--- config.mk ---
export PLATFORM = sky130hd
export DESIGN_NAME = instr_encode_loader_flat
export DESIGN_NICKNAME = d
export VERILOG_FILES = /design/src/rtl/instr_pkg.sv /design/src/rtl/instr_encode_loader_if.sv /design/src/rtl/instr_field_packer.sv /design/src/rtl/instr_encode_loader.sv /design/src/flat_wrapper.sv
export SDC_FILE = /design/constraint.sdc
export NUM_CORES = 1
export LEC_CHECK = 0
export BUFFER_PORTS_ARGS = -buffer_cell sky130_fd_sc_hd__buf_2
export CAP_MARGIN = 20
export CORE_MARGIN = 3
export CORE_UTILIZATION = 36
export CTS_CLUSTER_DIAMETER = 120
export CTS_CLUSTER_SIZE = 24
export DETAILED_ROUTE_END_ITERATION = 6
export HOLD_SLACK_MARGIN = 0.05
export PLACE_DENSITY = 0.65
export SLEW_MARGIN = 20
export SYNTH_ARGS = -nofsm -noshare
export SYNTH_HDL_FRONTEND = slang
export SYNTH_HIERARCHICAL = 1
export SYNTH_SLANG_ARGS = --single-unit
export TNS_END_PERCENT = 1
--- constraint.sdc ---
create_clock -name clk -period 3.45 [get_ports clk]
set_input_delay 0.69 -clock clk [delete_from_list [all_inputs] [get_ports clk]]
set_output_delay 0.69 -clock clk [all_outputs]
set_load 0.05 [all_outputs]
--- src/rtl/instr_pkg.sv ---
// rtl/instr_pkg.sv - shared instruction-format constants for the 16-bit core
//
// Opcode values, field positions/widths, the format enum and the helper that
// maps an opcode onto its encoding format.
package instr_pkg;

  localparam int INSTR_W   = 16;
  localparam int REG_W     = 3;
  localparam int OP_W      = 3;
  localparam int FUNCT_W   = 4;
  localparam int IMM_W     = 13;  // raw immediate input: J target width
  localparam int IMM_I_W   = 7;   // signed immediate kept in I-type words

  localparam int OP_LSB    = 13;
  localparam int RS_LSB    = 10;
  localparam int RT_LSB    = 7;
  localparam int RD_LSB    = 4;
  localparam int FUNCT_LSB = 0;
  localparam int IMM_LSB   = 0;

  localparam logic [OP_W-1:0] OP_ADD  = 3'b000;
  localparam logic [OP_W-1:0] OP_SLTI = 3'b001;
  localparam logic [OP_W-1:0] OP_J    = 3'b010;
  localparam logic [OP_W-1:0] OP_JAL  = 3'b011;
  localparam logic [OP_W-1:0] OP_LW   = 3'b100;
  localparam logic [OP_W-1:0] OP_SW   = 3'b101;
  localparam logic [OP_W-1:0] OP_BEQ  = 3'b110;
  localparam logic [OP_W-1:0] OP_ADDI = 3'b111;

  // jal links into this register
  localparam logic [REG_W-1:0] RA_REG = 3'd7;

  typedef enum logic [1:0] {
    FMT_R,
    FMT_I,
    FMT_J
  } fmt_e;

  function automatic fmt_e op_format(input logic [OP_W-1:0] op);
    fmt_e f;
    case (op)
      OP_ADD:       f = FMT_R;
      OP_J, OP_JAL: f = FMT_J;
      default:      f = FMT_I;
    endcase
    return f;
  endfunction

endpackage

--- src/rtl/instr_encode_loader_if.sv ---
// rtl/instr_encode_loader_if.sv - decoded-field bundle handshake between host and loader
//
// Signals:
//   in_valid / in_ready  handshake
//   in_opcode, in_rs, in_rt, in_rd, in_funct, in_imm  decoded instruction fields
// Modports: master (host drives fields), slave (loader accepts them).
interface instr_encode_loader_if;
  import instr_pkg::*;

  logic                in_valid;
  logic                in_ready;
  logic [OP_W-1:0]     in_opcode;
  logic [REG_W-1:0]    in_rs;
  logic [REG_W-1:0]    in_rt;
  logic [REG_W-1:0]    in_rd;
  logic [FUNCT_W-1:0]  in_funct;
  logic [IMM_W-1:0]    in_imm;

  modport master (
    output in_valid, in_opcode, in_rs, in_rt, in_rd, in_funct, in_imm,
    input  in_ready
  );

  modport slave (
    input  in_valid, in_opcode, in_rs, in_rt, in_rd, in_funct, in_imm,
    output in_ready
  );

endinterface

--- src/rtl/instr_field_packer.sv ---
// rtl/instr_field_packer.sv - combinational packer of decoded fields into a 16-bit word
//
// Ports:
//   opcode, rs, rt, rd, funct, imm  in   decoded fields
//   word                            out  packed instruction word
//   imm_ok                          out  immediate fits its field
// Optional: ENCODER_IMM_CHECK_EN enables the I-type signed 7-bit range check;
// without it imm_ok is constant 1 and the immediate is truncated.
module instr_field_packer
  import instr_pkg::*;
(
  input  logic [OP_W-1:0]    opcode,
  input  logic [REG_W-1:0]   rs,
  input  logic [REG_W-1:0]   rt,
  input  logic [REG_W-1:0]   rd,
  input  logic [FUNCT_W-1:0] funct,
  input  logic [IMM_W-1:0]   imm,
  output logic [INSTR_W-1:0] word,
  output logic               imm_ok
);

  fmt_e fmt;

  always_comb begin
    fmt  = op_format(opcode);
    word = '0;
    word[OP_LSB +: OP_W] = opcode;
    unique case (fmt)
      FMT_R: begin
        word[RS_LSB +: REG_W]      = rs;
        word[RT_LSB +: REG_W]      = rt;
        word[RD_LSB +: REG_W]      = rd;
        word[FUNCT_LSB +: FUNCT_W] = funct;
      end
      FMT_I: begin
        word[RS_LSB +: REG_W]      = rs;
        word[RT_LSB +: REG_W]      = rt;
        word[IMM_LSB +: IMM_I_W]   = imm[IMM_I_W-1:0];
      end
      FMT_J: begin
        word[IMM_LSB +: IMM_W]     = imm;
      end
      default: ;
    endcase
  end

`ifdef ENCODER_IMM_CHECK_EN
  // A 13-bit value fits in signed 7 bits when bits [12:6] are all copies of
  // the sign bit.
  always_comb begin
    imm_ok = (fmt != FMT_I)
          || (imm[IMM_W-1:IMM_I_W-1] == '0)
          || (imm[IMM_W-1:IMM_I_W-1] == '1);
  end
`else
  assign imm_ok = 1'b1;
`endif

endmodule

--- src/rtl/instr_encode_loader.sv ---
// rtl/instr_encode_loader.sv - encodes field bundles and loads them into instruction memory
//
// Ports:
//   clk, rst                 clock, synchronous active-high reset
//   start, base_addr, load_len, abort   session control
//   bus (slave)              field bundle handshake
//   imem_we, imem_addr, imem_wdata      instruction memory write port
//   cpu_stall, busy, done, err, words_written  status
// Optional: ENCODER_IMM_CHECK_EN (see instr_field_packer) rejects out-of-range
// I-type immediates: the bundle is consumed, err is set, nothing is written.
module instr_encode_loader
  import instr_pkg::*;
#(
  parameter int ADDR_W = 8,
  parameter int LEN_W  = 9
) (
  input  logic                 clk,
  input  logic                 rst,
  input  logic                 start,
  input  logic [ADDR_W-1:0]    base_addr,
  input  logic [LEN_W-1:0]     load_len,
  input  logic                 abort,
  instr_encode_loader_if.slave bus,
  output logic                 imem_we,
  output logic [ADDR_W-1:0]    imem_addr,
  output logic [INSTR_W-1:0]   imem_wdata,
  output logic                 cpu_stall,
  output logic                 busy,
  output logic                 done,
  output logic                 err,
  output logic [LEN_W-1:0]     words_written
);

  typedef enum logic [1:0] {
    S_IDLE,
    S_ACCEPT,
    S_WRITE,
    S_DONE
  } state_e;

  state_e               state;
  logic [ADDR_W-1:0]    addr_q;
  logic [LEN_W-1:0]     len_q;
  logic [LEN_W-1:0]     count_q;
  logic                 err_q;
  logic [INSTR_W-1:0]   word_q;

  logic [INSTR_W-1:0]   packed_word;
  logic                 imm_ok;
  logic                 handshake;
  logic [LEN_W-1:0]     count_inc;
  logic [LEN_W-1:0]     count_next;

  instr_field_packer u_packer (
    .opcode (bus.in_opcode),
    .rs     (bus.in_rs),
    .rt     (bus.in_rt),
    .rd     (bus.in_rd),
    .funct  (bus.in_funct),
    .imm    (bus.in_imm),
    .word   (packed_word),
    .imm_ok (imm_ok)
  );

  assign handshake = bus.in_valid && bus.in_ready;
  assign count_inc = count_q + LEN_W'(1);
  // count never runs past the session length
  assign count_next = (count_q == len_q) ? count_q : count_inc;

  always_ff @(posedge clk) begin
    if (rst) begin
      state   <= S_IDLE;
      addr_q  <= '0;
      len_q   <= '0;
      count_q <= '0;
      err_q   <= 1'b0;
      word_q  <= '0;
    end else if (abort) begin
      // The write presented this cycle still lands, so account for it.
      state <= S_IDLE;
      if (state == S_WRITE) begin
        addr_q  <= addr_q + ADDR_W'(1);
        count_q <= count_next;
      end
    end else begin
      unique case (state)
        S_IDLE, S_DONE: begin
          if (start) begin
            addr_q  <= base_addr;
            len_q   <= load_len;
            count_q <= '0;
            err_q   <= 1'b0;
            state   <= (load_len == '0) ? S_DONE : S_ACCEPT;
          end
        end
        S_ACCEPT: begin
          if (handshake) begin
            if (imm_ok) begin
              word_q <= packed_word;
              state  <= S_WRITE;
            end else begin
              err_q <= 1'b1;
            end
          end
        end
        S_WRITE: begin
          addr_q  <= addr_q + ADDR_W'(1);
          count_q <= count_next;
          state   <= (count_inc >= len_q) ? S_DONE : S_ACCEPT;
        end
        default: state <= S_IDLE;
      endcase
    end
  end

  assign bus.in_ready  = (state == S_ACCEPT);
  // Gate with rst so a write in flight never reaches memory during reset.
  assign imem_we       = (state == S_WRITE) && !rst;
  assign imem_addr     = addr_q;
  assign imem_wdata    = word_q;
  assign cpu_stall     = (state == S_ACCEPT) || (state == S_WRITE);
  assign busy          = (state == S_ACCEPT) || (state == S_WRITE);
  assign done          = (state == S_DONE);
  assign err           = err_q;
  assign words_written = count_q;

endmodule
--- src/flat_wrapper.sv ---
// flat-port wrapper written by rule: the top's interface ports become plain ports
module instr_encode_loader_flat import instr_pkg::*;
#(
  parameter int ADDR_W = 8,
  parameter int LEN_W  = 9
)
  (clk, rst, start, base_addr, load_len, abort, imem_we, imem_addr, imem_wdata, cpu_stall, busy, done, err, words_written, bus_in_valid, bus_in_opcode, bus_in_rs, bus_in_rt, bus_in_rd, bus_in_funct, bus_in_imm, bus_in_ready);
  instr_encode_loader_if bus_i ();
  input  logic clk;
  input  logic rst;
  input  logic start;
  input  logic [ADDR_W-1:0] base_addr;
  input  logic [LEN_W-1:0] load_len;
  input  logic abort;
  output logic imem_we;
  output logic [ADDR_W-1:0] imem_addr;
  output logic [INSTR_W-1:0] imem_wdata;
  output logic cpu_stall;
  output logic busy;
  output logic done;
  output logic err;
  output logic [LEN_W-1:0] words_written;
  input wire logic [$bits(bus_i.in_valid)-1:0] bus_in_valid;
  input wire logic [$bits(bus_i.in_opcode)-1:0] bus_in_opcode;
  input wire logic [$bits(bus_i.in_rs)-1:0] bus_in_rs;
  input wire logic [$bits(bus_i.in_rt)-1:0] bus_in_rt;
  input wire logic [$bits(bus_i.in_rd)-1:0] bus_in_rd;
  input wire logic [$bits(bus_i.in_funct)-1:0] bus_in_funct;
  input wire logic [$bits(bus_i.in_imm)-1:0] bus_in_imm;
  output wire logic [$bits(bus_i.in_ready)-1:0] bus_in_ready;
  assign bus_i.in_valid = bus_in_valid;
  assign bus_i.in_opcode = bus_in_opcode;
  assign bus_i.in_rs = bus_in_rs;
  assign bus_i.in_rt = bus_in_rt;
  assign bus_i.in_rd = bus_in_rd;
  assign bus_i.in_funct = bus_in_funct;
  assign bus_i.in_imm = bus_in_imm;
  assign bus_in_ready = bus_i.in_ready;
  instr_encode_loader #(.ADDR_W(ADDR_W), .LEN_W(LEN_W)) u_core (.clk(clk), .rst(rst), .start(start), .base_addr(base_addr), .load_len(load_len), .abort(abort), .bus(bus_i), .imem_we(imem_we), .imem_addr(imem_addr), .imem_wdata(imem_wdata), .cpu_stall(cpu_stall), .busy(busy), .done(done), .err(err), .words_written(words_written));
endmodule
Word-level counts from Yosys, hierarchy flattened
Cells that the tools add are included.
- bits in registers: 44
- word-level logic and storage cells: 53
- output and inout bits: 39
- input port bits: 51
- reduce and logical (&&, ||, !) cells: 16
- add/sub/neg operators: 2
- mux-type cells: 16
- eq/ne operators: 12
- bitwise logic cells: 1
- order comparisons: 1
- operator list (kind ; count):
    13-bit case mux with 3 select lines ; 1
    9-bit two-way mux ; 4
    8-bit two-way mux ; 3
    9-bit case mux with 2 select lines ; 1
    8-bit case mux with 2 select lines ; 1
    9-bit by 1-bit adder with 9-bit output, second input constant ; 1
    9-bit equality test ; 1
    9-bit greater-or-equal comparator ; 1
    9-bit logical NOT ; 1
    3-bit AND reduction ; 3
    8-bit by 1-bit adder with 8-bit output, second input constant ; 1
    2-bit two-way mux ; 4
    2-bit equality test, second input constant ; 3
    3-bit by 2-bit equality test with 1-bit output, second input constant ; 2
    2-bit case mux with 3 select lines ; 1
    2-bit OR reduction ; 3
    2-bit by 1-bit equality test with 1-bit output, second input constant ; 2
    2-bit logical NOT ; 2
    2-bit inequality test, second input constant ; 2
    2-bit case mux with 2 select lines ; 1
    3-bit logical NOT ; 1
    3-bit inequality test, second input constant ; 1
    1-bit logical AND ; 2
    2-bit by 1-bit inequality test with 1-bit output, second input constant ; 1
    5 further kinds ; 5

Depth between registers and ports, before layout
Gate-level depths: netlist (run 1).
- depth in word-level cells: 5
- depth in mapped cells: 12
- gate-level depth less buffers: 11

Hierarchy
Netlist (run 1), hierarchy kept.
- by module, submodules not included (module ; cells an instance ; seq. area each (µm²) ; area each (µm²) ; instances):
    instr_encode_loader ; 296 ; 900.9 ; 2392.3 ; 1
    instr_field_packer ; 21 ; 0.0 ; 207.7 ; 1

Worst setup path before layout (run 1)
OpenSTA, ideal clock, no wires.
- path kind: register to register
- start: register u_core.count_q[1], in the netlist u_core/words_written[1]
- end: register u_core.state[1]
- required time: 3317 ps
- arrival: 2829 ps
- stages on the path, launching flop included: 12
- setup slack: 488 ps
- buffers on the path: 1
- clock period less this slack: 2962 ps
- setup time: 133 ps
- path through: dfxtp_1 ha_1 nand3_2 or2_1 clkbuf_1 xnor2_1 ha_1 a21o_1 a21o_1 a221o_1 o2111ai_1 a311oi_1
- word-level cells in the longest chain between the ends: 4
- ends and longest elaborated chain (element ; line ; text):
    start, declared ; instr_encode_loader.sv:44 ; logic [LEN_W-1:0] count_q;
    start signal, assigned ; instr_encode_loader.sv:83 ; count_q <= count_next;
    start signal, assigned ; instr_encode_loader.sv:108 ; count_q <= count_next;
    9-bit by 1-bit adder with 9-bit output ; instr_encode_loader.sv:66 ; assign count_inc = count_q + LEN_W'(1);
    9-bit greater-or-equal comparator ; instr_encode_loader.sv:109 ; state <= (count_inc >= len_q) ? S_DONE : S_ACCEPT;
    2-bit two-way mux ; instr_encode_loader.sv:109 ;
    2-bit case mux with 3 select lines ; instr_encode_loader.sv:86 ; unique case (state)
    end signal, assigned ; instr_encode_loader.sv:93 ; state <= (load_len == '0) ? S_DONE : S_ACCEPT;
    end signal, assigned ; instr_encode_loader.sv:109 ;
    end, declared ; instr_encode_loader.sv:41 ; state_e state;
Every way passes these cells.
A chain may end at the register's enable or synchronous reset.

Worst setup path after layout (run 1)
- start: register u_core.count_q[0], in the netlist u_core/words_written[0]
- end: register u_core.state[1]
Same word-level chain as after synthesis.

==> results of run 1 <==
[power breakdown]
part	internal (W)	total, W	leakage, nW	switching, W
Combinational	0.0000945	0.000254	1.01	0.000159
Sequential	0.000538	0.000557	0.365	0.0000196
Clock	0.000181	0.000362	0.0542	0.000181
Total	0.000814	0.00117	1.43	0.000360
[cell usage after synthesis (all sizes together) (3+ instances only)]
cell type	number	area (um2)
a211oi	3	35.0
a21o	3	22.5
a21oi	33	165
buf	9	58.8
clkbuf	10	37.5
dfxtp	45	901
ha	15	188
inv	15	56.3
mux2	13	146
mux2i	11	110
nand2	56	210
nand3	8	45.0
nand4	3	18.8
nor2	24	90.1
nor3	4	31.3
o21ai	13	65.1
o41ai	3	33.8
or2	3	18.8
or3	6	37.5
xnor2	12	105
xor2	5	43.8
[cell families (layout without fill, tap and decap cells)]
family          after synthesis  count (layout)  share of synthesized area [%]
buf+inv                      34             114                           5.87
simple gates                114             114                           20.3
xor+xnor                     17              17                           5.73
mux                          24              24                           9.87
other cells                   1               1                          0.144
fa+ha+maj                    15              15                           7.22
flops                        45              45                           34.6
compound gates               67              67                           16.3
[area by class of cell]
class	count	area share, %
clock buffer	7	3.01
clock inverter	1	0.156
inverter	15	1.76
multi-input combinational	238	48.8
sequential	45	28.1
tap	96	3.75
timing repair buffer	91	14.4
[cells in the final DEF, fill, tap and decap left out, types with 3 or more instances in the layout]
cell and n:
xnor2_1 12, a21oi_1 33, o21ai_0 13, a21o_1 3
inv_1 14, nand3_1 7, mux2_2 13, nand4_1 3
mux2i_1 11, ha_1 15, nor3_1 3, nor2_1 24
buf_2 89, clkbuf_8 7, xor2_1 5, nand2_1 56
or3_1 6, dfxtp_1 45
[stage by stage]
stage	instance area [um2]	hold WS, ns	setup WS (ns)
3_3_place_gp	3090	0.439	0.878
3_5_place_dp	3090	0.448	0.797
5_1_grt	3200	0.475	0.554
6_report	3200	0.456	0.760
2_1_floorplan	2600	0.468	0.488
4_1_cts	3190	0.462	0.763
[registers in the layout, summed over array words and instances, names as in the netlist]
| signal | cells |
|---|---|
| u_core/state | 2 |
| u_core/words_written | 9 |
| u_core/imem_addr | 8 |
| u_core/err | 1 |
| u_core/imem_wdata | 16 |
| u_core/len_q | 9 |
[worst max-delay path: cells and delay by family, from the launching register on]
| kind | cells | cell delay (ns) |
|---|---|---|
| AOI/OAI and AO/OA | 5 | 0.97 |
| adders and majority gates | 2 | 0.55 |
| and+or+nand+nor | 2 | 0.44 |
| DFF | 1 | 0.43 |
| xor gates and xnor gates | 1 | 0.15 |
[metal layers]
layer  vias up  track usage [%]
li1       1244                -
met1      1083             20.3
met2        77             27.3
met3         7             3.98
met4         0             4.65
met5         -                0
[path summary, 6_finish.rpt]
path                                         startpoint               endpoint  slack (ns)  depth (start not counted)
worst max-delay path            u_core/words_written[0]        u_core/state[1]        0.76                         10
worst min-delay path              u_core/imem_wdata[11]  u_core/imem_wdata[11]        0.46                          2
worst max register to register  u_core/words_written[0]        u_core/state[1]        0.76                         10
worst min register to register    u_core/imem_wdata[11]  u_core/imem_wdata[11]        0.46                          2
==> metrics.md, run 1 <==
| Metric | Value |
|---|---|
| RePlAce Congestion | 0.875 |
| Max_cap viols | 0 |
| Post-synth top flop | dfxtp_1 |
| Async S/R FF share, synth | 0% |
| Setup-failing EPs final | 0 |
| Antenna violations before repair | 0 |
| Critical path type | flip-flop to flip-flop |
| FP Rows | 30 |
| Die height | around 91 um |
| DR pass1 iterations | 4 |
| Synth warn | 6 |
| Unrepaired setup endpoints after global routing | false |
| CTS tree | yes |
| Synthesized Nets | 383 |
| First-pass GRT wire length | 11.1 mm |
| Status | finished clean |
| Clk buf depth | 2 |
| Sequential element share of the synthesized area | between 30% and 40% |
| Final Hold Viols | 0 |
| Reg area | 901 um2 |
| Met3 routed WL | 421 um |
| Total chip power | 0.00117 W |
| Met1 Wirelength | between 2 and 3 mm |
| Power per cell area | ~370 nW/um2 |
| Static Leakage | 1.43 nW |
| Mapped cell area | roughly 2600 um2 |
| TritonCTS Buffers | 5 |
| Port bufs | 89 |
| Routed wire per std cell | roughly 13 um |
| CP max stage cell | dfxtp_1 |
| Clk sinks | 45 |
| Vias in the first global route | 2380 |
| CP Data Arrival Time | 2.86 ns |
| Clock Latency Late Sink | 0.30 ns |
| Placed Instances | 485 |
| Core area | 6910 um2 |
| Htree depth | 2 |
| P&R area growth vs syn | 23.1% |
| Critical Path Sink Type | flip-flop |
| Max Clk Rate | 372 MHz |
| I/O pins | 90 |
| Slew @ Worst Pin | 0.974 ns |
| Diode count | 0 |
| Wire length on met2 | 3.11 mm |
| Share of post-route cells with drive strength above 1 | a little under a third |
| Hold_buf cts | 0 |
| Slowest Stage Delay on Critical Path | between 0.4 and 0.5 ns |
| Uppermost layer routed | met4 |
| Accumulated negative setup slack | 0 ns |
| Starting DRT DRC Count | 104 |
| Avg Synthesized Cell Area | 8.20 um2 |
| Critical-path cell list | ha_1 -> nand3_2 -> or2_1 -> xnor2_1 -> ha_1 -> a21o_1 -> a21o_1 -> a221o_1 -> o2111ai_1 -> a311oi_1 |
| DR DRC count | 0 |
| Max_slew headroom | 34.8% |
| Fill count | around 730 |
| Worst endpoint required time | 3.62 ns |
| FF+latch count, synth | 45 |
| Critical Path Source Type | flip-flop |
| Hpwl dp | roughly 5 mm |
| Total GRT Usage | approximately 16% |
| Starting Density | 37.6% |
| Clock root cell | clkbuf_8 |
| Period minus WS final | 2.69 ns |
| Wirelength, routed | 6.58 mm |
| Post-synth EDFFs | 0 |
| Fin crit share | 78.0% |
| Post-CTS setup buffer count | 0 |
| GRT overflow | 0 |
| Fin nets | 462 |
| Worst hold-check path type | flip-flop to flip-flop |
| Largest net degree at the start of global routing | 38 |
| Multi-input logic area | 1560 um2 |
| CTS clock-pin slew for the worst setup and hold paths | 0.08 ns |
| Critical Path Fanout Max | 6 |
| Post-cts resize count | 0 |
| DIE AREA | ~8300 um2 |
| Die Wd | ~91 um |
| Worst vdd ir | 292 uV |
| Post-Route Skew | 0.00578 ns |
| Final Util | 46.4% |
| Vias | 2411 |
| Post-Synthesis Cells | around 320 |
| Slew Limit Fails | 0 |
| DRT antenna net count | 0 |
| Layout Cells excl Fill | 493 |
| Via/cell ratio | 4.89 |
| Yosys cell types | 48 |
Note: power is estimated with default switching activity, not from simulation.
==> run 2, diff against run 1 <==
Settings changed: PLACE_DENSITY 0.65 to 0.67.
Clock period 3.45 ns to 2.3 ns, I/O delays scaled along.
==> run 2 against run 1 <==
Compared with the run above: the flow now finishes with violations (negative setup slack); critical path type unchanged; count of clock-buffer cells in the layout is the same; largest cell class unchanged; critical path depth is the same; core utilization rose by 1.8 points; worst hold slack worse by 0.046 ns; sequential cell count unchanged; largest power group unchanged; cell area grew 3.9%; wire length increased by 0.77%.
==> metrics.md, run 2 (same netlist as run 1, synthesis figures left out) <==
| Metric | Value |
|---|---|
| First-pass GRT wire length | 11.2 mm (+0.62%) |
| Starting DRT DRC Count | 70 (-33%) |
| P&R area growth vs syn | 28.0% |
| Critical Path Source Type | flip-flop |
| I/O pins | 90 (unchanged) |
| Hpwl dp | 5.10 mm (+1.7%) |
| Met2 Use GR | 28.0% (+0.74 points) |
| Power per cell area | 518 nW/um2 (+41%) |
| Max FFs per register | 16 (unchanged) |
| Reg area | 913 um2 (+1.4%) |
| Wirelength, routed | 6.63 mm (+0.77%) |
| Routed wire per std cell | 13.1 um (-2.0%) |
| FP Rows | 30 (unchanged) |
| Multi-input logic area | 1590 um2 (+1.6%) |
| Clock root cell | clkbuf_8 |
| Met1 Track Usage GR | 19.9% (-0.39 points) |
| Period minus WS final | 2.41 ns (-0.284 ns) |
| Most frequent cells in the layout | buf_2 (89), nand2_1 (56), dfxtp_1 (39) |
| Starting Density | 37.6% (unchanged) |
| Via/cell ratio | 4.86 (-0.62%) |
| Unrepaired setup endpoints after global routing | true |
| Commonest non-fill, non-tap cell in the layout | buf_2 |
| Port bufs | 89 (unchanged) |
| Total GRT Usage | 16.2% (+0.040 points) |
| Largest net degree at the start of global routing | 38 (unchanged) |
| Status | finished with violations |
| DRT antenna net count | 0 (unchanged) |
| Worst hold-check path type | input port to flip-flop |
| Antenna violations before repair | 0 (unchanged) |
| CP startpoint | u_core/words_written[0] |
| Worst endpoint required time | 2.47 ns (-1.15 ns) |
| Critical path type | flip-flop to flip-flop |
| Htree depth | 2 (unchanged) |
| DIE AREA | 8280 um2 (unchanged) |
| DR pass1 iterations | 4 (unchanged) |
| RePlAce Congestion | 0.856 (-2.1%) |
| Die Wd | 91.0 um (unchanged) |
| Min-delay src | base_addr[0] |
| Max_slew headroom | 53.5% (+19 points) |
| Clk buf depth | 2 (unchanged) |
| Final Hold Viols | 0 (unchanged) |
| CTS clock-pin slew for the worst setup and hold paths | 0.09 ns (about the same) |
| Most Crowded Layer GR | met2 |
| Share of post-route cells with drive strength above 1 | 34.8% (+4.1 points) |
| Final instance area | 3330 um2 (+3.9%) |
| M3 GR Usage | 4.56% (+0.58 points) |
| Total chip power | 0.00172 W (+47%) |
| Worst vdd ir | 209 uV (-28%) |
| Setup-failing EPs final | 1 (+1) |
| Max Clk Rate | 416 MHz (+12%) |
| Critical Path Fanout Max | 4 (-2) |
| Max_cap viols | 0 (unchanged) |
| Dpl cell area | 3210 um2 (+4.0%) |
| Die height | 91.0 um (unchanged) |
| Core area | 6910 um2 (unchanged) |
| Static Leakage | 1.49 nW (+3.9%) |
| Post-Route Skew | 0.00670 ns (+0.000918 ns) |
| Diode count | 0 (unchanged) |
| Fin nets | 476 (+3.0%) |
| Failing checks | negative setup slack |
| Clock Latency Late Sink | 0.30 ns (about the same) |
| Slew @ Worst Pin | 0.693 ns (-0.280 ns) |
| Critical Path Sink Type | flip-flop |
| Fin crit share | 105% (+27 points) |
| Clk sinks | 45 (unchanged) |
| Slack of the critical path | -0.106 ns (-0.866 ns) |
| Hold_buf cts | 0 (unchanged) |
| TritonCTS Buffers | 5 (unchanged) |
| Fill count | 738 (+1.7%) |
| CTS tree | yes |
| Slew Limit Fails | 0 (unchanged) |
| Vias in the first global route | 2425 (+1.9%) |
| R2r startpoint | u_core/words_written[0] |
| Vias | 2464 (+2.2%) |
| GRT overflow | 0 (unchanged) |
| DR DRC count | 0 (unchanged) |
| CP Data Arrival Time | 2.57 ns (-0.29 ns) |
## run 2: cell types whose count changed in the layout (fill, tap and decap cells not counted), moves of 2 or more
cell | previous run | this run
buf_4 | 2 | 16
dfxtp_1 | 45 | 39
dfxtp_2 | 0 | 4
clkbuf_1 | 0 | 2
clkbuf_8 | 7 | 5
dfxtp_4 | 0 | 2
## run 2: path summary, 6_finish.rpt
check / end / slack (ns) / cells after the start
setup / recovery: u_core/state[1] / -0.11 / 10
hold / removal: u_core/imem_addr[0] / 0.41 / 3
setup reg to reg: u_core/state[1] / -0.11 / 10
hold reg to reg: u_core/imem_wdata[2] / 0.46 / 2
## run 2: through the flow
step	hold slack, ns	utilization [%]	setup TNS (ns)	setup WS, ns	cells
after floorplan	0.468	-	-0.236	-0.236	317
after global placement	0.440	46.5	-0.0389	-0.0389	498
after detailed placement	0.446	46.5	-0.114	-0.114	498
after CTS	0.399	48.0	-0.0551	-0.0551	507
after global routing	0.402	48.2	-0.184	-0.184	507
final	0.411	48.2	-0.106	-0.106	507
## run 2: critical path, stage by stage, from the launching register on
cell and delay [ns]:
dfxtp_4 0.37, ha_4 0.15, nand3_4 0.09, or2_4 0.28, xnor2_1 0.13, ha_1 0.31
a21o_1 0.17, a21o_1 0.15, a221o_1 0.32, o2111ai_1 0.18, a311oi_1 0.12
## run 2: where the power goes
part / internal, W / leakage, nW / switching, W
Clock: 0.000216 / 0.0385 / 0.000272
Combinational: 0.000158 / 1.08 / 0.000244
Sequential: 0.000807 / 0.369 / 0.0000276
Total: 0.00118 / 1.49 / 0.000544
## run 2: layer usage
metal  up-vias  routed length (um)
met1      1114                2980
met2        70                3180
met5         -                   0
li1       1274                   -
met4         0                  51
met3         6                 428
## run 2: final cells by class
type	count	area share [%]
sequential	45	27.5
clock buffer	7	2.29
clock inverter	1	0.226
timing repair buffer	105	17.0
inverter	15	1.69
tap	96	3.61
multi-input combinational	238	47.7
## run 2: timing repair
action	CTS	global route
cloned	0	0
buffers inserted	1	0
resized for setup	2	2
pin swaps	6	0
endpoints found under the setup margin	1	6
